`config.mk`:
```
export PLATFORM = sky130hd
export DESIGN_NAME = mul_seq_ctrl
export DESIGN_NICKNAME = d
export VERILOG_FILES = /design/src/rtl/mul_seq_ctrl.sv
export SDC_FILE = /design/constraint.sdc
export NUM_CORES = 1
export LEC_CHECK = 0
export ABC_CLOCK_PERIOD_IN_PS = 3470
export CORE_MARGIN = 5
export CORE_UTILIZATION = 49
export DETAILED_ROUTE_END_ITERATION = 8
export PLACE_DENSITY = 0.83
export SLEW_MARGIN = 10
export SYNTH_ARGS = -nofsm -noshare
export SYNTH_HDL_FRONTEND = slang
export SYNTH_SLANG_ARGS = --single-unit
export TNS_END_PERCENT = 20
```
`constraint.sdc`:
```
create_clock -name clk -period 3.47 [get_ports clk]
set_clock_uncertainty 0.15 [all_clocks]
set_input_delay 0.694 -clock clk [delete_from_list [all_inputs] [get_ports clk]]
set_output_delay 0.694 -clock clk [all_outputs]
set_load 0.02 [all_outputs]
```
`src/rtl/mul_seq_ctrl.sv`:
```
// Sequential radix-4 shift-add unsigned multiplier, one 2-bit digit of B per cycle.
// Optional registered ovf output (Y >= 2**A_W) enabled by defining MUL_SEQ_OVF_EN.
module mul_seq_ctrl #(
  parameter int A_W = 4,
  parameter int B_W = 4
) (
  input  logic             clk,
  input  logic             rst,
  input  logic             start,
  input  logic [A_W-1:0]   A,
  input  logic [B_W-1:0]   B,
  output logic             busy,
  output logic             done,
  output logic [A_W+B_W-1:0] Y
`ifdef MUL_SEQ_OVF_EN
  ,
  output logic             ovf
`endif
);

  localparam int ND  = B_W / 2;
  localparam int P_W = A_W + B_W;
  localparam int CW  = (ND > 1) ? $clog2(ND) : 1;

  typedef enum logic [1:0] {
    IDLE = 2'd0,
    CALC = 2'd1,
    DONE = 2'd2
  } state_t;

  state_t         state, state_n;
  logic [A_W-1:0] a_reg, a_n;
  logic [B_W-1:0] b_reg, b_n;
  logic [P_W-1:0] acc, acc_n;
  logic [CW-1:0]  cnt, cnt_n;
  logic [P_W-1:0] y_n;

  logic [1:0]     digit;
  logic [A_W+1:0] pp;
  logic [P_W-1:0] term;
  logic [P_W-1:0] sum;
  logic           last;

`ifdef MUL_SEQ_OVF_EN
  logic ovf_n;
`endif

  // digit k of B_reg, weighted into place by 4**k
  always_comb begin
    digit = 2'(b_reg >> {cnt, 1'b0});
    pp    = {2'b00, a_reg} * {{A_W{1'b0}}, digit};
    term  = P_W'(pp) << {cnt, 1'b0};
    sum   = acc + term;
    last  = (cnt == CW'(ND - 1));
  end

  always_comb begin
    state_n = state;
    a_n     = a_reg;
    b_n     = b_reg;
    acc_n   = acc;
    cnt_n   = cnt;
    y_n     = Y;
`ifdef MUL_SEQ_OVF_EN
    ovf_n   = ovf;
`endif
    unique case (state)
      IDLE: begin
        if (start) begin
          state_n = CALC;
          a_n     = A;
          b_n     = B;
          acc_n   = '0;
          cnt_n   = '0;
        end
      end
      CALC: begin
        acc_n = sum;
        cnt_n = cnt + CW'(1);
        if (last) begin
          state_n = DONE;
          y_n     = sum;
`ifdef MUL_SEQ_OVF_EN
          ovf_n   = |sum[P_W-1:A_W];
`endif
        end
      end
      DONE: state_n = IDLE;
      default: state_n = IDLE;
    endcase
  end

  always_ff @(posedge clk) begin
    if (rst) begin
      state <= IDLE;
      a_reg <= '0;
      b_reg <= '0;
      acc   <= '0;
      cnt   <= '0;
      Y     <= '0;
`ifdef MUL_SEQ_OVF_EN
      ovf   <= 1'b0;
`endif
    end else begin
      state <= state_n;
      a_reg <= a_n;
      b_reg <= b_n;
      acc   <= acc_n;
      cnt   <= cnt_n;
      Y     <= y_n;
`ifdef MUL_SEQ_OVF_EN
      ovf   <= ovf_n;
`endif
    end
  end

  assign busy = (state != IDLE);
  assign done = (state == DONE);

endmodule

```
### Word level (Yosys, flattened, before mapping)

Index checks and enable logic that the tools add are counted.

* bits in registers: 27
* bits in latches: 0
* RAM bits: 0
* bits in read-only memories: 0
* bits of input ports: 11
* output and inout port bits: 10
* logic and storage cells: 29
* memories: 0

* add/subtract/negate cells: 2
* multipliers: 1
* div/mod/pow operators: 0
* order comparisons: 0
* eq/ne operators: 4
* shifts and indexed selects: 2
* multiplexer cells: 7
* bitwise operators: 0
* reduce and logical (&&, ||, !) cells: 7

Operator list (count)
* 8-bit case mux with 2 select lines: 1
* 8-bit adder: 1
* 8-bit 2-to-1 mux: 1
* 2-bit AND reduction: 4
* 6-bit by 2-bit << shifter with 8-bit output: 1
* 4-bit by 2-bit multiplier with 6-bit output: 1
* 2-bit 2-to-1 mux: 2
* 2-bit != test (second input constant): 2
* 2-bit case mux with 2 select lines: 1
* 2-bit nonzero test: 2
* 4-bit by 2-bit right shift with 2-bit output: 1
* 2-bit by 1-bit == test with 1-bit output (second input constant): 1
* 2-bit == test (second input constant): 1
* 2-bit logical NOT: 1
* 1-bit case mux with 2 select lines: 1
* 1-bit adder (second input constant): 1
* 1-bit 2-to-1 mux: 1

### Depth between registers and ports, before layout

* depth after elaboration: 5
* gate-level depth with buffers: 14
* mapped depth without buffers: 13

### Least setup slack after synthesis

OpenSTA, ideal clock, no wires.

* kind: register to register
* from: register cnt
* to: register Y[7]
* library setup time: 0.091 ns
* arrival: 3.150 ns
* data required time: 3.229 ns
* setup slack: 0.079 ns
* cell stages (with the launch flop): 14
* path buffers: 1
* period minus slack after synthesis: 3.391 ns
* path through: dfxtp_1 > buf_1 > nor2b_1 > a21oi_1 > nor2b_1 > ha_1 > fa_1 > xor2_1 > mux2_2 > ha_1 > o211ai_1 > o211ai_1 > a221o_1 > a311oi_1

* cells in the longest elaborated chain, start to end: 4
* elaborated cells on any way between the ends: 5
* classes of those cells: 1 x add/sub; 1 x mul; 2 x shift; 1 x reduce/logical

Ends and longest elaborated chain
* start: declaration: RTL line 35 `logic [CW-1:0] cnt, cnt_n;`
* start signal: assignment: RTL line 109 `cnt <= cnt_n;`
* 4-bit by 2-bit right shift with 2-bit output: RTL line 50 `digit = 2'(b_reg >> {cnt, 1'b0});`
* 4-bit by 2-bit multiplier with 6-bit output: RTL line 51 `pp = {2'b00, a_reg} * {{A_W{1'b0}}, digit};`
* 6-bit by 2-bit << shifter with 8-bit output: RTL line 52 `term = P_W'(pp) << {cnt, 1'b0};`
* 8-bit adder: RTL line 53 `sum = acc + term;`
* end signal: assignment: RTL line 110 `Y <= y_n;`
* end: declaration: RTL line 14 `output logic [A_W+B_W-1:0] Y`

Several ways; a longest one is shown, not always the timed one.
A chain may end at the register's enable or synchronous reset.

### Worst setup path after layout

* from: register b_reg[1]
* to: register Y[7]

* cells in the longest elaborated chain, start to end: 4

Ends and longest elaborated chain
* start: declaration: RTL line 33 `logic [B_W-1:0] b_reg, b_n;`
* start signal: assignment: RTL line 107 `b_reg <= b_n;`
* 4-bit by 2-bit right shift with 2-bit output: RTL line 50
* 4-bit by 2-bit multiplier with 6-bit output: RTL line 51
* 6-bit by 2-bit << shifter with 8-bit output: RTL line 52
* 8-bit adder: RTL line 53

Every way passes these cells.

==> summary.md <==
| Metric | Value |
|---|---|
| Placement-stage cell area | 1820 µm² |
| Max-slew violations | 0 |
| Hold WC Path Type | reg -> reg |
| Clock buffer count from CTS | 3 |
| Number of enable-type register cells in the synthesized netlist | 0 |
| Run status | complete, no violations |
| Flops & latches, synth | 27 |
| Worst-case vdd ir drop | 248 µV |
| Number of sinks handled by clock tree synthesis | 27 |
| Final Instance Area | 1910 µm² |
| Startpoint of the most critical setup path | b_reg[1] |
| Critical-path cell list | nor2b_1 > a21oi_2 > nor2b_1 > ha_1 > fa_2 > xor2_1 > mux2_2 > ha_1 > o211ai_1 > o211ai_1 > a221o_1 > a311oi_1 |
| Critical path's slowest cell | sky130_fd_sc_hd__a221o_1 |
| Synth cell types | 39 |
| NumNets Final | 241 |
| Number of buffers and inverters on the critical path | 0 |
| Die X | 66.5 µm |
| Net Count, Synth | around 220 |
| Type of element capturing the critical path | register |
| Final worst hold slack | between 0.3 and 0.4 ns |
| Initial antenna violation count | 0 |
| Grt total ovfl | 0 |
| Critical setup path kind | reg -> reg |
| TritonCTS clock tree | done |
| Flop-to-flop setup slack | 0.11 ns |
| Final Hold Vio Count | 0 |
| Drt via density | ~5.7 |
| Largest family of logic cells by synthesized area | simple AND/OR/NAND/NOR gates |
| Number of rows in the core area | 20 |
| Layout cell share with drive strength beyond 1 | 10.6% |
| Crit share post-route | 96.8% |
| Max-cap viol count | 0 |
| Reported leakage power | 0.753 nW |
| Area share of the leading cell type in the synthesized netlist | 34.5% |
| PortBufs | 20 |
| Setup-violating endpoint count in the final report | 0 |
| Synthesized-area fraction occupied by ao, oa, aoi and oai cells | 22.5% |
| 1st-iter DRT viols | 53 |
| Total stage count of the critical path | 12 |
| Height of the chip | 66.5 µm |
| Layout overhead on the synthesized area | 22.0% |
| Cell at the root of the clock tree | sky130_fd_sc_hd__clkbuf_4 |
| Area of the die | roughly 4400 µm² |
| Maximum number of pins on one net before global-route repair | 18 |
| Final Worst Setup Slack | 0.111 ns |
| Global Route Usage Sum | 18.1% |
| Number of global-route vias before repair | 1355 |
| Depth of the most critical reg-to-reg path | 12 |
| Cell Pwr Density | 290 nW/µm² |
| Htree depth | 1 |
| Number of hold buffers added after cts | 0 |
| Most common flop cell mapped by yosys | sky130_fd_sc_hd__dfxtp_1 |
| Utilization after layout | 62.5% |
| Synth top area cells | sky130_fd_sc_hd__dfxtp_1 (35%), sky130_fd_sc_hd__ha_1 (8.0%), sky130_fd_sc_hd__nand2_1 (7.7%) |
| Half-perimeter wire length after detailed placement | around 2800 µm |
| Arrival time of the worst setup path | 3.47 ns |
| Peak Freq | 0.298 GHz |
| CP required | 3.58 ns |
| Post-synthesis share of cell area spent on xor and xnor gates | under 10% |
| Filler cell count | just under 300 |
| Synth Area in Simple Gates | 23.7% |
| Transition time of the tightest slew-check pin | about 0.61 ns |
| Wire length of the first global-routing pass | roughly 6200 µm |
| Portion of the post-synthesis area used by sequential elements | about a third |
| Final ANT Viol Nets | 0 |
| Syn_area_per_cell | ~8.2 µm² |
| Number of vias in the routed layout | 1480 |
| Placeable core region | 3050 µm² |
| Largest area contributor in the netlist | sky130_fd_sc_hd__dfxtp_1 |
| First drt pass iteration count | 4 |
| Final min period | 3.36 ns |
| Multiplexer fraction of the synthesized cell area | 2.00% |
| CP Capture Point | Y[7] |
| Ant diodes | 0 |
| Sum of negative setup slack | 0 ns |
| Number of buffers between clock root and the deepest sink | 2 |
| CP peak stage delay | 0.38 ns |
| Startpoint kind of the worst setup timing path | register |
| Source of the worst register-to-register timing path | b_reg[1] |
| Total length of routed wires | 3760 µm |
| Relative slew slack | 58.9% |
| Post-synthesis instance total | between 150 and 200 |
| Worst-Skew Late Latency | 0.34 ns |
| Clk pin slew, worst setup/hold paths | roughly 0.15 ns |
| Async set or reset register ratio after synthesis | 0% |
| Leading registers by flop count | Y (8), acc (8) |
| Io pins | 21 |
| Routed wire length per instance | about 14 µm |
| Summed instance area of the synthesized netlist | 1570 µm² |
| Adder-cell area share of the yosys netlist | 10.6% |
| Initial standard-cell utilization of the core | 51.3% |
| Critical register-to-register path endpoint | Y[7] |
| Maximum fanout count along the critical path | 4 |
| Placement-stage worst setup slack | ~0.0056 ns |
| Weighted congestion reported at the end of routability-driven placement | 0.840 |
| Worst path top cell family by delay | compound AO/OA/AOI/OAI gates |
| Number of remaining DRC errors | 0 |
| Synth warn | 0 |
[Yosys cell counts (all sizes together), types with 3 or more instances]
cell,number
nor3,3
nor2b,11
a21oi,19
inv,9
nor2,12
ha,10
xnor2,4
nand2,32
a211oi,3
o21ai,11
dfxtp,27
nand3b,5
o21a,3
clkbuf,4
o211ai,5
[report_power, final]
group,internal (W),switching [W],leakage (nW)
registers,0.000320,0.0000104,0.220
logic,0.0000373,0.0000449,0.516
clock network,0.0000435,0.0000985,0.0177
total,0.000401,0.000154,0.753
[worst register-to-register path, delay by kind of cell (launching register included)]
kind | cells | cell delay (ns)
XOR/XNOR | 1 | 0.19
AND/OR/NAND/NOR | 2 | 0.22
adder cells (fa/ha/maj) | 3 | 0.95
AO/OA/AOI/OAI | 5 | 1.14
flip-flops | 1 | 0.35
multiplexers | 1 | 0.28
[logic make-up after synthesis]
| kind of cell | after synthesis |
|---|---|
| XOR/XNOR | 6 |
| AND/OR/NAND/NOR | 75 |
| flip-flops | 27 |
| multiplexers | 3 |
| buffers and inverters | 14 |
| AO/OA/AOI/OAI | 55 |
| adder cells (fa/ha/maj) | 12 |
[what timing repair did]
| action | in CTS | in global routing |
|---|---|---|
| endpoints found under the setup margin | 2 | 4 |
| buffers inserted | 0 | 3 |
| pin swaps | 0 | 3 |
| resized for setup | 3 | 10 |
[through the flow]
step,power (W),cells
floorplan,0.000381,192
global placement,0.000411,254
detailed placement,0.000413,254
CTS,0.000555,258
global route,0.000580,261
finish,0.000554,261
[how the worst min path moves through the flow]
| stage | start | to | slack, ns | cells after the start |
|---|---|---|---|---|
| 2_1_floorplan | a_reg[1] | a_reg[1] | 0.29 | 2 |
| 3_3_place_gp | Y[2] | Y[2] | 0.30 | 2 |
| 3_5_place_dp | Y[4] | Y[4] | 0.30 | 2 |
| 4_1_cts | Y[4] | Y[4] | 0.33 | 2 |
| 5_1_grt | acc[4] | acc[4] | 0.35 | 2 |
| 6_report | Y[4] | Y[4] | 0.33 | 2 |
[metal layers]
metal | vias up | share of wire (%) | track usage, %
li1 | 732 | - | -
met1 | 711 | 45 | 23.3
met2 | 32 | 50 | 29.5
met3 | 5 | 3.3 | 2.36
met4 | 0 | 1.8 | 8.88
met5 | - | 0 | 0
[layout by cell type, fill, tap and decap left out, types with 2 or more instances in the layout]
master                            instances
sky130_fd_sc_hd__nor2_1                  12
sky130_fd_sc_hd__a21oi_1                 16
sky130_fd_sc_hd__a221o_1                  2
sky130_fd_sc_hd__o211ai_1                 5
sky130_fd_sc_hd__xnor2_1                  4
sky130_fd_sc_hd__nor2b_1                 10
sky130_fd_sc_hd__or3_1                    2
sky130_fd_sc_hd__clkbuf_4                 3
sky130_fd_sc_hd__dfxtp_1                 26
sky130_fd_sc_hd__a21oi_2                  3
sky130_fd_sc_hd__nand2b_1                 2
sky130_fd_sc_hd__ha_1                    10
sky130_fd_sc_hd__nand2_1                 32
sky130_fd_sc_hd__nand3b_1                 5
sky130_fd_sc_hd__clkdlybuf4s50_1         20
sky130_fd_sc_hd__o21ai_0                  9
sky130_fd_sc_hd__nand4b_1                 2
sky130_fd_sc_hd__nor3_1                   3
sky130_fd_sc_hd__a21o_1                   2
sky130_fd_sc_hd__o21ai_1                  2
sky130_fd_sc_hd__xor2_1                   2
sky130_fd_sc_hd__a211oi_1                 2
sky130_fd_sc_hd__inv_1                    9
sky130_fd_sc_hd__buf_4                    6
sky130_fd_sc_hd__o31ai_1                  2
sky130_fd_sc_hd__a22oi_1                  2
sky130_fd_sc_hd__o21a_1                   3
[area by class of cell]
type | count | area, µm² | area share (%)
clock buffer | 3 | 22.5 | 1.18
clock inverter | 1 | 5.00 | 0.262
inverter | 9 | 33.8 | 1.77
multi-input combinational | 151 | 1000 | 52.6
sequential | 27 | 544 | 28.5
tap | 44 | 55.1 | 2.88
timing repair buffer | 26 | 245 | 12.8
Power figures use the tool's default switching activity.
